<file path="src/rtl/run_ctrl.sv">
// Run controller ahead of the clock divider: debounced start, held processor reset, run timing.
// Optional RUN_TIMEOUT_EN forces a run to stop after TIMEOUT fast cycles.
module run_ctrl #(
    parameter int unsigned DEB_CYCLES   = 100000,
    parameter int unsigned RST_CYCLES   = 2000,
    parameter int unsigned DRAIN_CYCLES = 1000,
    parameter logic [31:0] TIMEOUT      = 32'hFFFF_FFFF
) (
    input  logic        clk,
    input  logic        rst,
    input  logic        start_btn,
    input  logic        proc_done,
    output logic        en,
    output logic        busy,
    output logic        proc_rst,
    output logic [31:0] run_cycles,
    output logic        result_valid,
    output logic        timeout
);

    // state | meaning
    // IDLE  | waiting for start, processor held in reset, divider stopped
    // PRST  | divider running with processor reset asserted
    // RUN   | processor running, run length being counted
    // DRAIN | done seen, divider kept running so the last divided edge completes
    // DONE  | result held, waiting for the next start
    typedef enum logic [2:0] {IDLE, PRST, RUN, DRAIN, DONE} state_t;

    localparam logic [31:0] DEB_LAST   = 32'(DEB_CYCLES - 1);
    localparam logic [31:0] RST_LAST   = 32'(RST_CYCLES - 1);
    localparam logic [31:0] DRAIN_LAST = 32'(DRAIN_CYCLES - 1);
`ifdef RUN_TIMEOUT_EN
    localparam logic [31:0] TIMEOUT_LAST = TIMEOUT - 32'd1;
`else
    logic unused_timeout;
    assign unused_timeout = ^TIMEOUT;
`endif

    state_t      state;
    logic        btn_s1, btn_s2, deb_level, start_pulse;
    logic [31:0] deb_cnt;
    logic        done_s1, done_s2, done_s3;
    logic        done_pulse;
    logic [31:0] tmr;
    logic [31:0] cycle_ctr;

    assign done_pulse = done_s2 & ~done_s3;

    always_ff @(posedge clk) begin
        if (!rst) begin
            btn_s1      <= 1'b0;
            btn_s2      <= 1'b0;
            deb_level   <= 1'b0;
            deb_cnt     <= '0;
            start_pulse <= 1'b0;
            done_s1     <= 1'b0;
            done_s2     <= 1'b0;
            done_s3     <= 1'b0;
        end else begin
            btn_s1      <= start_btn;
            btn_s2      <= btn_s1;
            done_s1     <= proc_done;
            done_s2     <= done_s1;
            done_s3     <= done_s2;
            start_pulse <= 1'b0;
            // any sample agreeing with the accepted level restarts the stability count
            if (btn_s2 == deb_level) begin
                deb_cnt <= '0;
            end else if (deb_cnt == DEB_LAST) begin
                deb_level   <= btn_s2;
                deb_cnt     <= '0;
                start_pulse <= btn_s2;
            end else begin
                deb_cnt <= deb_cnt + 32'd1;
            end
        end
    end

    always_ff @(posedge clk) begin
        if (!rst) begin
            state        <= IDLE;
            tmr          <= '0;
            cycle_ctr    <= '0;
            run_cycles   <= '0;
            result_valid <= 1'b0;
            timeout      <= 1'b0;
            en           <= 1'b0;
            busy         <= 1'b0;
            proc_rst     <= 1'b1;
        end else begin
            en       <= (state == PRST) || (state == RUN) || (state == DRAIN);
            busy     <= (state == RUN);
            proc_rst <= (state == IDLE) || (state == PRST);
            case (state)
                IDLE, DONE: begin
                    if (start_pulse) begin
                        state <= PRST;
                        tmr   <= '0;
                    end
                end
                PRST: begin
                    if (tmr == RST_LAST) begin
                        state        <= RUN;
                        tmr          <= '0;
                        cycle_ctr    <= '0;
                        result_valid <= 1'b0;
                        timeout      <= 1'b0;
                    end else begin
                        tmr <= tmr + 32'd1;
                    end
                end
                RUN: begin
                    if (cycle_ctr != 32'hFFFF_FFFF) cycle_ctr <= cycle_ctr + 32'd1;
                    if (done_pulse) begin
                        state        <= DRAIN;
                        tmr          <= '0;
                        run_cycles   <= cycle_ctr;
                        result_valid <= 1'b1;
                    end
`ifdef RUN_TIMEOUT_EN
                    else if (cycle_ctr == TIMEOUT_LAST) begin
                        state        <= DRAIN;
                        tmr          <= '0;
                        run_cycles   <= TIMEOUT;
                        result_valid <= 1'b1;
                        timeout      <= 1'b1;
                    end
`endif
                end
                DRAIN: begin
                    if (tmr == DRAIN_LAST) state <= DONE;
                    else tmr <= tmr + 32'd1;
                end
                default: state <= IDLE;
            endcase
        end
    end

endmodule

</file>
<file path="config.mk">
export PLATFORM = sky130hd
export DESIGN_NAME = run_ctrl
export DESIGN_NICKNAME = d
export VERILOG_FILES = /design/src/rtl/run_ctrl.sv
export SDC_FILE = /design/constraint.sdc
export NUM_CORES = 1
export LEC_CHECK = 0
export CORE_MARGIN = 2
export CORE_UTILIZATION = 61
export DETAILED_ROUTE_END_ITERATION = 8
export PLACE_DENSITY = 0.78
export SETUP_SLACK_MARGIN = 0.4
export SLEW_MARGIN = 10
export SYNTH_ARGS = -nofsm -noshare
export SYNTH_HDL_FRONTEND = slang
export SYNTH_SLANG_ARGS = --single-unit
</file>
<file path="constraint.sdc">
create_clock -name clk -period 6.8 [get_ports clk]
set_clock_uncertainty 0.2 [all_clocks]
set_input_delay 1.36 -clock clk [delete_from_list [all_inputs] [get_ports clk]]
set_output_delay 1.36 -clock clk [all_outputs]
set_load 0.05 [all_outputs]
</file>
==> results of run 1 <==
-- layer usage --
metal	part of all wire, %	GRT usage [%]
met3	6.4	6.173
met4	1.3	9.313
met2	46	43.47
met1	46	37.10
met5	0	0
-- logic make-up (layout without fill, tap and decap cells) --
group,Yosys count,after routing,share of synthesized area [%]
mux,13,13,1.934
other cells,1,1,0.05469
buf+inv,67,96,4.307
fa+ha+maj,3,3,0.5475
compound gates,187,187,17.48
simple gates,391,391,30.13
xor+xnor,32,32,4.088
flops,142,142,41.46
-- worst paths after layout --
check	depth (start not counted)	endpoint	slack (ns)	from
worst min register to register	1	done_s2$_SDFF_PN0_	0.23	done_s1$_SDFF_PN0_
worst min-delay path	1	done_s2$_SDFF_PN0_	0.23	done_s1$_SDFF_PN0_
worst max-delay path	8	deb_cnt[28]$_SDFF_PP0_	3.28	rst
worst max register to register	5	tmr[31]$_SDFFE_PN0P_	3.46	state[1]$_SDFFE_PN0P_
-- worst max-delay path: cells and delay by family --
kind / cells / cell delay (ns)
buffers and inverters: 4 / 1.78
AOI/OAI and AO/OA: 1 / 0.08
and+or+nand+nor: 2 / 0.23
muxes: 1 / 0.27
-- synthesized netlist by cell type (3+ instances only) --
master	count
buf_1	4
ha_1	3
inv_1	20
a31oi_1	8
and2_1	14
nand2_1	113
a21o_1	6
o21ai_0	29
o21a_1	3
mux2i_1	11
o2111ai_1	8
buf_4	4
o41ai_1	3
or4_1	12
clkbuf_1	21
o31ai_1	12
and4_1	15
nand2b_1	7
nand4_1	29
and3_1	19
nor3_1	20
nor2b_1	3
nor3b_1	5
nor4_1	19
xor2_1	7
or3_1	18
a41oi_1	3
a21oi_1	77
clkbuf_2	4
nor2_1	58
a211oi_1	7
buf_2	13
a311oi_1	5
or2_2	3
nand3b_1	4
xnor2_1	25
o211ai_1	7
dfxtp_1	142
nand3_1	38
-- state kept, by name, indices dropped and copies added, names as in the netlist, 3 cells and up --
signal      count
run_cycles     32
cycle_ctr      32
deb_cnt        32
tmr            32
state           3
-- stage by stage --
step                util (%)  area, um^2
CTS                    72.29        7871
floorplan                  -        6857
global route           72.36        7879
finish                 72.36        7879
global placement       66.59        7251
detailed placement     66.59        7251
-- cell usage in the layout (no fill, tap or decap), types with 15 or more instances in the layout --
cell type	n
dfxtp_1	142
nand2_1	113
a21oi_1	77
nor2_1	58
clkdlybuf4s50_1	39
nand3_1	38
nand4_1	29
o21ai_0	29
xnor2_1	25
inv_1	20
nor3_1	20
and3_1	19
nor4_1	19
or3_1	18
clkbuf_16	16
and4_1	15
-- layout make-up --
class                      count  area share, %
multi-input combinational    627          47.44
sequential                   142          36.08
clock buffer                  20          5.781
timing repair buffer          44          5.431
tap                          140          2.223
clock inverter                12          2.096
inverter                      20         0.9528
-- report_power, final --
group          total (mW)  switching (mW)  leakage (nW)  internal (mW)
Combinational      0.0227          0.0172         0.985        0.00543
Clock               0.967           0.346         0.306          0.621
Sequential          0.835        0.000988          1.14          0.834
==> summary.txt, run 1 <==
Floorplanning
  – DIE AREA: 0.01210 mm^2
  – Core Area: 0.01089 mm^2
  – Die Span Y: 110.0 um
  – # rows: 38
  – Boundary Pins: 41
  – Initial Util: 62.97%
  – Die width: 110.0 um

Global routing
  – Largest net degree at the start of global routing: 52
  – First-pass GRT wire length: 26.44 mm
  – Total track usage: 27.47%
  – Vias in the first global route: 5615
  – Antenna violations before repair: 0
  – GRT Residual Overflow: 0

Synthesis
  – Syn_nets: 843
  – Post-synth EDFFs: 0
  – Cells after synthesis: 836
  – Synth area leader: dfxtp_1
  – Top cells by area, synth: dfxtp_1 (41%), nand2_1 (6.2%), a21oi_1 (5.6%)
  – Syn Area/Cell: 8.202 um^2
  – Post-synth ARST share: 0%
  – Top_reg_cell synth: dfxtp_1
  – Sequential share of the synthesized area: 41.46%
  – Netlist Area Pre-Place: 0.006857 mm^2
  – Yosys warns: 0
  – Synth Register Bits: 142
  – Netlist cell types: 69
  – Post-synth top area share: 41.46%

Clock network
  – Longest Clk Path Bufs: 2
  – Clk sinks: 142
  – Clk pin slew, worst setup/hold paths: 0.06 ns
  – Cts bufs inserted: 17
  – CTS Hold Bufs: 0
  – H-tree Lvls: 4
  – Post-CTS Setup Inserts: 0
  – Clk_lat worst skew: 0.53 ns
  – CTS tree: done
  – Clk root buf: clkbuf_8
  – Post-CTS Resized: 0

Routing
  – Drt pass-1 iters: 5
  – Drt drc: 0
  – Avg Vias per Cell: 6.276
  – Via Count: 6307
  – Antenna-violating nets left: 0
  – WL per Instance: 16.05 um
  – Drt total wl: 16.13 mm
  – Initial DRC Count: 579

Timing
  – Hold WS: 0.2332 ns
  – Final setup margin: 3.284 ns
  – Final hold vios: 0
  – Tightest Pin Transition: 1.040 ns
  – Finish-stage setup viols: 0
  – Fin. max-slew vios: 0
  – Setup TNS: 0 ns
  – Slew margin rel.: 30.69%
  – Unrepaired setup endpoints after global routing: no
  – Min Tclk post-route: 3.516 ns
  – Fmax: 284.4 MHz
  – Tcrit/Tclk final: 51.71%

Placed design
  – IO buf count: 39
  – Routability cong.: 0.8447
  – Post-DP HPWL: 10.64 mm
  – Worst slack at placement: 2.763 ns
  – Cells after DPL: 973

Critical path
  – Maximum fanout along the worst path: 49
  – Highest-delay cell along the critical path: clkdlybuf4s50_1
  – Data required, critical path: 7.02 ns
  – Worst EP arrival: 3.74 ns
  – Worst setup path category: input pin to register
  – CP max stage delay: 0.72 ns
  – CP startpoint kind: input pin
  – Worst-path cell chain: clkdlybuf4s50_1, inv_1, buf_4, nor2_1, o41ai_4, buf_4, nor2_1, mux2_2
  – CP endpoint kind: register

Layout
  – Diode count: 0
  – Register area: 0.002843 mm^2
  – Area of the multi-input gates: 0.003737 mm^2
  – Share of cells above drive strength 1: 6.590%
  – Final cell count without fillers: 1005
  – Total of fill cells in the finished design: 829
  – Final net count: 859
  – Layout area overhead: 14.91%

Pwr
  – Pwr/cell area: 231.5 mW/mm^2
  – IR drop worst, VDD: 0.0001970 V
  – LEAKAGE: 2.435 nW
  – Pwr Total: 1.824 mW

Run status
  – Status: complete, no violations

Run
  – Max-Cap Viols: 0

Worst hold path
  – Worst hold path type: register to register
Note: power is estimated with default switching activity, not from simulation.
==> run 2, diff against run 1 <==
- CORE_UTILIZATION: 61 -> 60
- PLACE_DENSITY: 0.78 -> 0.77
- clock period: 6.8 -> 3.25 ns (I/O delays scaled with it)
==> run 2 against run 1 <==
Global-route usage decreased by 0.42 points. Die area increased by 1.6%. Worst hold slack improved by 0.018 ns. Via count increased by 0.35%. Clock power increased by 89%. Final area decreased by 0.21%. Register-to-register slack got worse by 2.9 ns. Largest cell class unchanged. Largest power group unchanged.
==> summary.txt, run 2 (synthesized netlist as in run 1, its figures left out) <==
Run status
  – Status: complete, no violations

Timing
  – Fmax: 376.9 MHz
  – Min Tclk post-route: 2.653 ns
  – Unrepaired setup endpoints after global routing: no
  – Tcrit/Tclk final: 81.63%
  – Slew margin rel.: 31.52% (+0.83 points)
  – Final hold vios: 0 (unchanged)
  – Setup TNS: 0 ns (unchanged)
  – Tightest Pin Transition: 1.027 ns (-0.01251 ns)
  – Finish-stage setup viols: 0 (unchanged)
  – Fin. max-slew vios: 0 (unchanged)

Clock network
  – Clk pin slew, worst setup/hold paths: 0.06 ns (about the same)
  – Post-CTS Setup Inserts: 0 (unchanged)
  – Clk root buf: clkbuf_16
  – Clk_lat worst skew: 0.42 ns (-0.11 ns)
  – H-tree Lvls: 4 (unchanged)
  – CTS Hold Bufs: 0 (unchanged)
  – Cts bufs inserted: 17 (unchanged)
  – Clk sinks: 142 (unchanged)
  – CTS tree: done
  – Longest Clk Path Bufs: 2 (unchanged)

Global routing
  – Vias in the first global route: 5809 (+3.5%)
  – Total track usage: 27.04% (-0.42 points)
  – Antenna violations before repair: 0 (unchanged)
  – GRT Residual Overflow: 0 (unchanged)
  – First-pass GRT wire length: 27.86 mm (+5.4%)
  – Largest net degree at the start of global routing: 48 (-7.7%)

Critical path
  – CP max stage delay: 0.59 ns (-0.13 ns)
  – CP endpoint kind: register
  – Highest-delay cell along the critical path: nor4_1
  – Worst setup path category: register to register
  – Worst r2r src: tmr[12]$_SDFFE_PN0P_
  – Maximum fanout along the worst path: 27 (-45%)
  – Data required, critical path: 3.33 ns (-3.69 ns)
  – CP startpoint kind: register
  – CP Launch Point: tmr[12]$_SDFFE_PN0P_
  – Worst EP arrival: 2.73 ns (-1.01 ns)
  – Worst-path cell chain: nor4_1, and4_1, o2111ai_2, nand2_2, nor3_1
  – Kind of cell adding the most delay to the critical path: simple AND/OR/NAND/NOR gates
  – Buf+Inv Stages, Crit Path: 0 (-4)

Layout
  – Register area: 0.002843 mm^2 (unchanged)
  – Most common library cell in the layout ignoring fill and taps: dfxtp_1
  – Total of fill cells in the finished design: 943 (+14%)
  – Final net count: 865 (+0.70%)
  – Layout area overhead: 14.67%
  – Diode count: 0 (unchanged)
  – Most frequent cells in the layout: dfxtp_1 (142), nand2_1 (113), a21oi_1 (77)
  – Share of cells above drive strength 1: 6.544% (-0.045 points)
  – Area of the multi-input gates: 0.003736 mm^2 (about the same)

Pwr
  – Pwr/cell area: 461.1 mW/mm^2 (+99%)
  – Clock share of power: 50.4% (-2.6 points)
  – Part of the power in registers: 48.2% (+2.4 points)
  – Psw: 0.7395 mW (+100%)
  – P_int: 2.886 mW (+98%)
  – LEAKAGE: 2.454 nW (+0.79%)
  – Switch share: 20.40% (+0.43 points)
  – IR drop worst, VDD: 0.0004798 V (+140%)
  – Pwr Total: 3.625 mW (+99%)
  – Combinational power share: 1.4% (+0.2 points)

Routing
  – Antenna-violating nets left: 0 (unchanged)
  – WL per Instance: 16.07 um (+0.14%)
  – Drt pass-1 iters: 7 (+2)
  – Drt total wl: 16.29 mm (+1.0%)
  – Drt drc: 0 (unchanged)
  – Via Count: 6329 (+0.35%)
  – Initial DRC Count: 557 (-3.8%)
  – Avg Vias per Cell: 6.242 (-0.54%)

Floorplanning
  – Boundary Pins: 41 (unchanged)
  – Initial Util: 60.83% (-2.1 points)
  – Core Area: 0.01127 mm^2 (+3.5%)
  – DIE AREA: 0.01230 mm^2 (+1.6%)
  – # rows: 39 (+2.6%)
  – Die width: 110.9 um (+0.80%)
  – Die Span Y: 110.9 um (+0.80%)

Worst hold path
  – Worst hold path type: register to register
  – Worst hold start: btn_s1$_SDFF_PN0_

Placed design
  – IO buf count: 39 (unchanged)
  – Routability cong.: 0.8547 (+1.2%)
  – Post-DP HPWL: 11.04 mm (+3.8%)

Run
  – Max-Cap Viols: 0 (unchanged)
==> run 2: metal layers <==
layer | global-route usage (%) | vias up | routed length, um | share of wire [%]
met1 | 37.92 | 2998 | 7607 | 47
met2 | 41.76 | 201 | 7473 | 46
li1 | - | 3108 | - | -
met4 | 7.167 | 0 | 177 | 1.1
met3 | 6.889 | 22 | 1035 | 6.4
met5 | 0 | - | 0 | 0
==> run 2: final timing paths <==
kind	depth (start not counted)	slack, ns	endpoint
hold reg to reg	1	0.25	btn_s2$_SDFF_PN0_
setup reg to reg	5	0.60	tmr[0]$_SDFFE_PN0P_
hold / removal	1	0.25	btn_s2$_SDFF_PN0_
setup / recovery	5	0.60	tmr[0]$_SDFFE_PN0P_
==> run 2: per-stage QoR <==
stage,utilization [%],cells,setup slack [ns],hold WS (ns),instance area (um^2)
3_3_place_gp,64.76,982,0.5729,0.2288,7300
5_1_grt,69.75,1014,0.4500,0.2624,7863
6_report,69.75,1014,0.5969,0.2512,7863
4_1_cts,69.70,1014,0.6571,0.2422,7856
2_1_floorplan,-,836,1.092,0.2119,6857
3_5_place_dp,64.76,982,0.4711,0.2291,7300
==> run 2: final cells by class <==
type | instances | area share (%)
Inverter | 20 | 0.9548
Tap cell | 143 | 2.276
Sequential cell | 142 | 36.16
Clock inverter | 6 | 0.7320
Clock buffer | 26 | 6.349
Multi-Input combinational cell | 627 | 47.52
Timing Repair Buffer | 50 | 6.015
==> run 2: timing repair <==
| action | in CTS | in global routing |
|---|---|---|
| resized for setup | 0 | 1 |
| endpoints found under the hold margin | 0 | 0 |
| setup endpoints to repair | 0 | 1 |
==> run 2: worst register-to-register path: cells and delay by family, from the launching register on <==
family           cells  cell delay (ns)
AO/OA/AOI/OAI        1             0.31
flip-flops           1             0.37
AND/OR/NAND/NOR      4             1.66
==> run 2: power by group through the flow <==
stage          registers, mW  logic, mW  clock network, mW
6_report                1.75     0.0493               1.83
2_1_floorplan           1.78     0.0347                  0
5_1_grt                 1.75     0.0547               1.93
4_1_cts                 1.75     0.0495               1.85
3_3_place_gp            1.78     0.0480                  0
3_5_place_dp            1.78     0.0492                  0
==> run 3, diff against run 2 <==
- clock period: 3.25 -> 2.55 ns (I/O delays scaled with it)
==> run 3 against run 2 <==
Core utilization up 8.4 points. Critical endpoint is now tmr[29]$_SDFFE_PN0P_. Die area did not move. Register-to-register slack got worse by 0.19 ns. Count of clock-buffer cells in the layout decreased by 3. Maximum frequency up 24%. Critical path depth increased by 1. Worst setup slack got worse by 0.19 ns. First-iteration DRC count increased by 12%. Clock power increased by 34%. Sequential power increased by 27%. Worst hold slack got worse by 0.014 ns.
==> summary.txt, run 3 (synthesized netlist as in run 1, its figures left out) <==
Run status
  – Status: complete, no violations

Routing
  – Antenna-violating nets left: 0 (unchanged)
  – Avg Vias per Cell: 6.370 (+2.1%)
  – Via Count: 6816 (+7.7%)
  – Initial DRC Count: 625 (+12%)
  – Drt total wl: 18.76 mm (+15%)
  – Drt drc: 0 (unchanged)
  – WL per Instance: 17.53 um (+9.1%)
  – Drt pass-1 iters: 7 (unchanged)

Timing
  – Finish-stage setup viols: 0 (unchanged)
  – Slew margin rel.: 67.13% (+36 points)
  – Tightest Pin Transition: 0.4868 ns (-0.5403 ns)
  – Fmax: 466.1 MHz (+24%)
  – Unrepaired setup endpoints after global routing: yes
  – Fin. max-slew vios: 0 (unchanged)
  – Hold WS: 0.2371 ns (-0.01413 ns)
  – Min Tclk post-route: 2.146 ns (-0.5074 ns)
  – Setup TNS: 0 ns (unchanged)
  – Final hold vios: 0 (unchanged)
  – Tcrit/Tclk final: 84.14% (+2.5 points)

Layout
  – Layout area overhead: 28.50%
  – Core Util, Final: 78.17% (+8.4 points)
  – Share of cells above drive strength 1: 22.11% (+16 points)
  – Final net count: 923 (+6.7%)
  – Total of fill cells in the finished design: 736 (-22%)
  – Most common library cell in the layout ignoring fill and taps: nand2_1
  – Most frequent cells in the layout: nand2_1 (113), dfxtp_1 (112), a21oi_1 (71)
  – Diode count: 0 (unchanged)

Worst hold path
  – Worst hold path type: register to register
  – Hold path depth: 1 (unchanged)

Floorplanning
  – Die width: 110.9 um (unchanged)
  – Boundary Pins: 41 (unchanged)
  – # rows: 39 (unchanged)
  – Core Area: 0.01127 mm^2 (unchanged)
  – DIE AREA: 0.01230 mm^2 (unchanged)
  – Initial Util: 60.83% (unchanged)
  – Die Span Y: 110.9 um (unchanged)

Critical path
  – Maximum fanout along the worst path: 7 (-74%)
  – CP startpoint kind: register
  – CP endpoint kind: register
  – Worst setup path category: register to register
  – Data required, critical path: 2.70 ns (-0.63 ns)
  – Worst R2R Path Depth: 6 (+1)
  – Worst EP arrival: 2.29 ns (-0.44 ns)

Clock network
  – H-tree Lvls: 4 (unchanged)
  – CTS tree: done
  – Clk root buf: clkbuf_16
  – Clk_lat worst skew: 0.42 ns (about the same)
  – Longest Clk Path Bufs: 2 (unchanged)
  – Clk sinks: 142 (unchanged)
  – Clk pin slew, worst setup/hold paths: 0.06 ns (about the same)
  – Cts bufs inserted: 17 (unchanged)

Pwr
  – Psw: 0.9663 mW (+31%)
  – P_int: 3.798 mW (+32%)
  – Pwr/cell area: 540.8 mW/mm^2 (+17%)
  – IR drop worst, VDD: 0.0007169 V (+49%)
  – LEAKAGE: 3.046 nW (+24%)
  – Part of the power in registers: 46.6% (-1.6 points)
  – Clock share of power: 51.6% (+1.2 points)
  – Switch share: 20.28% (-0.12 points)
  – Combinational power share: 1.7% (+0.3 points)

Global routing
  – Total track usage: 28.83% (+1.8 points)
  – Largest net degree at the start of global routing: 33 (-31%)
  – Vias in the first global route: 6124 (+5.4%)
  – Antenna violations before repair: 0 (unchanged)
  – GRT Residual Overflow: 0 (unchanged)
  – First-pass GRT wire length: 29.37 mm (+5.4%)

Placed design
  – IO buf count: 39 (unchanged)
  – Post-DP HPWL: 11.50 mm (+4.2%)
  – Routability cong.: 0.8656 (+1.3%)

Run
  – Max-Cap Viols: 0 (unchanged)
## run 3: critical path, stage by stage, from the launching register on
cell	delay [ns]
dfxtp_2	0.39
nand4_1	0.25
nor3_4	0.34
o311ai_4	0.19
buf_4	0.19
or3_1	0.35
a21oi_1	0.16
## run 3: power by group through the flow
| stage | Clock [mW] | Sequential [mW] | Combinational, mW |
|---|---|---|---|
| floorplan | 0 | 2.27 | 0.0443 |
| global placement | 0 | 2.27 | 0.0774 |
| detailed placement | 0 | 2.27 | 0.0788 |
| CTS | 2.47 | 2.23 | 0.0813 |
| global route | 2.55 | 2.22 | 0.0892 |
| finish | 2.46 | 2.22 | 0.0833 |
## run 3: layout make-up
cell class                 instances  area, um^2  area share, %
clock buffer                      23       498.0          5.652
clock inverter                     7       85.08         0.9656
inverter                          20       75.07         0.8520
multi-input combinational        627        4109          46.63
sequential                       142        2890          32.80
tap                              143       178.9          2.031
timing repair buffer             108       974.7          11.06
## run 3: what timing repair did
action | 4_1_cts | 5_1_grt
gates cloned | 1 | 0
gates resized for setup | 73 | 87
endpoints found under the setup margin | 141 | 92
setup buffers | 6 | 23
hold buffers | 0 | 0
pin swaps | 4 | 20
## run 3: path summary, 6_finish.rpt
check	slack, ns	start	to
setup / recovery	0.40	tmr[14]$_SDFFE_PN0P_	tmr[29]$_SDFFE_PN0P_
hold / removal	0.24	done_s1$_SDFF_PN0_	done_s2$_SDFF_PN0_
setup reg to reg	0.40	tmr[14]$_SDFFE_PN0P_	tmr[29]$_SDFFE_PN0P_
hold reg to reg	0.24	done_s1$_SDFF_PN0_	done_s2$_SDFF_PN0_
## run 3: metrics by stage
step | instances | total power, mW | cell area (um^2) | setup WS (ns)
CTS | 1047 | 4.780 | 8305 | 0.3824
global route | 1070 | 4.864 | 8811 | 0.3582
finish | 1070 | 4.765 | 8811 | 0.4043
detailed placement | 1010 | 2.353 | 7551 | 0.1507
floorplan | 836 | 2.318 | 6860 | 0.4190
global placement | 1010 | 2.352 | 7551 | 0.1834
## run 3: per-layer routing
metal / routed length [um] / GRT usage (%) / part of all wire [%] / up-vias
met5: 0 / 0 / 0 / -
met2: 9143 / 47.40 / 49 / 318
li1: - / - / - / 3210
met3: 1322 / 6.452 / 7.0 / 56
met1: 7813 / 37.43 / 42 / 3232
met4: 483 / 10.33 / 2.6 / 0
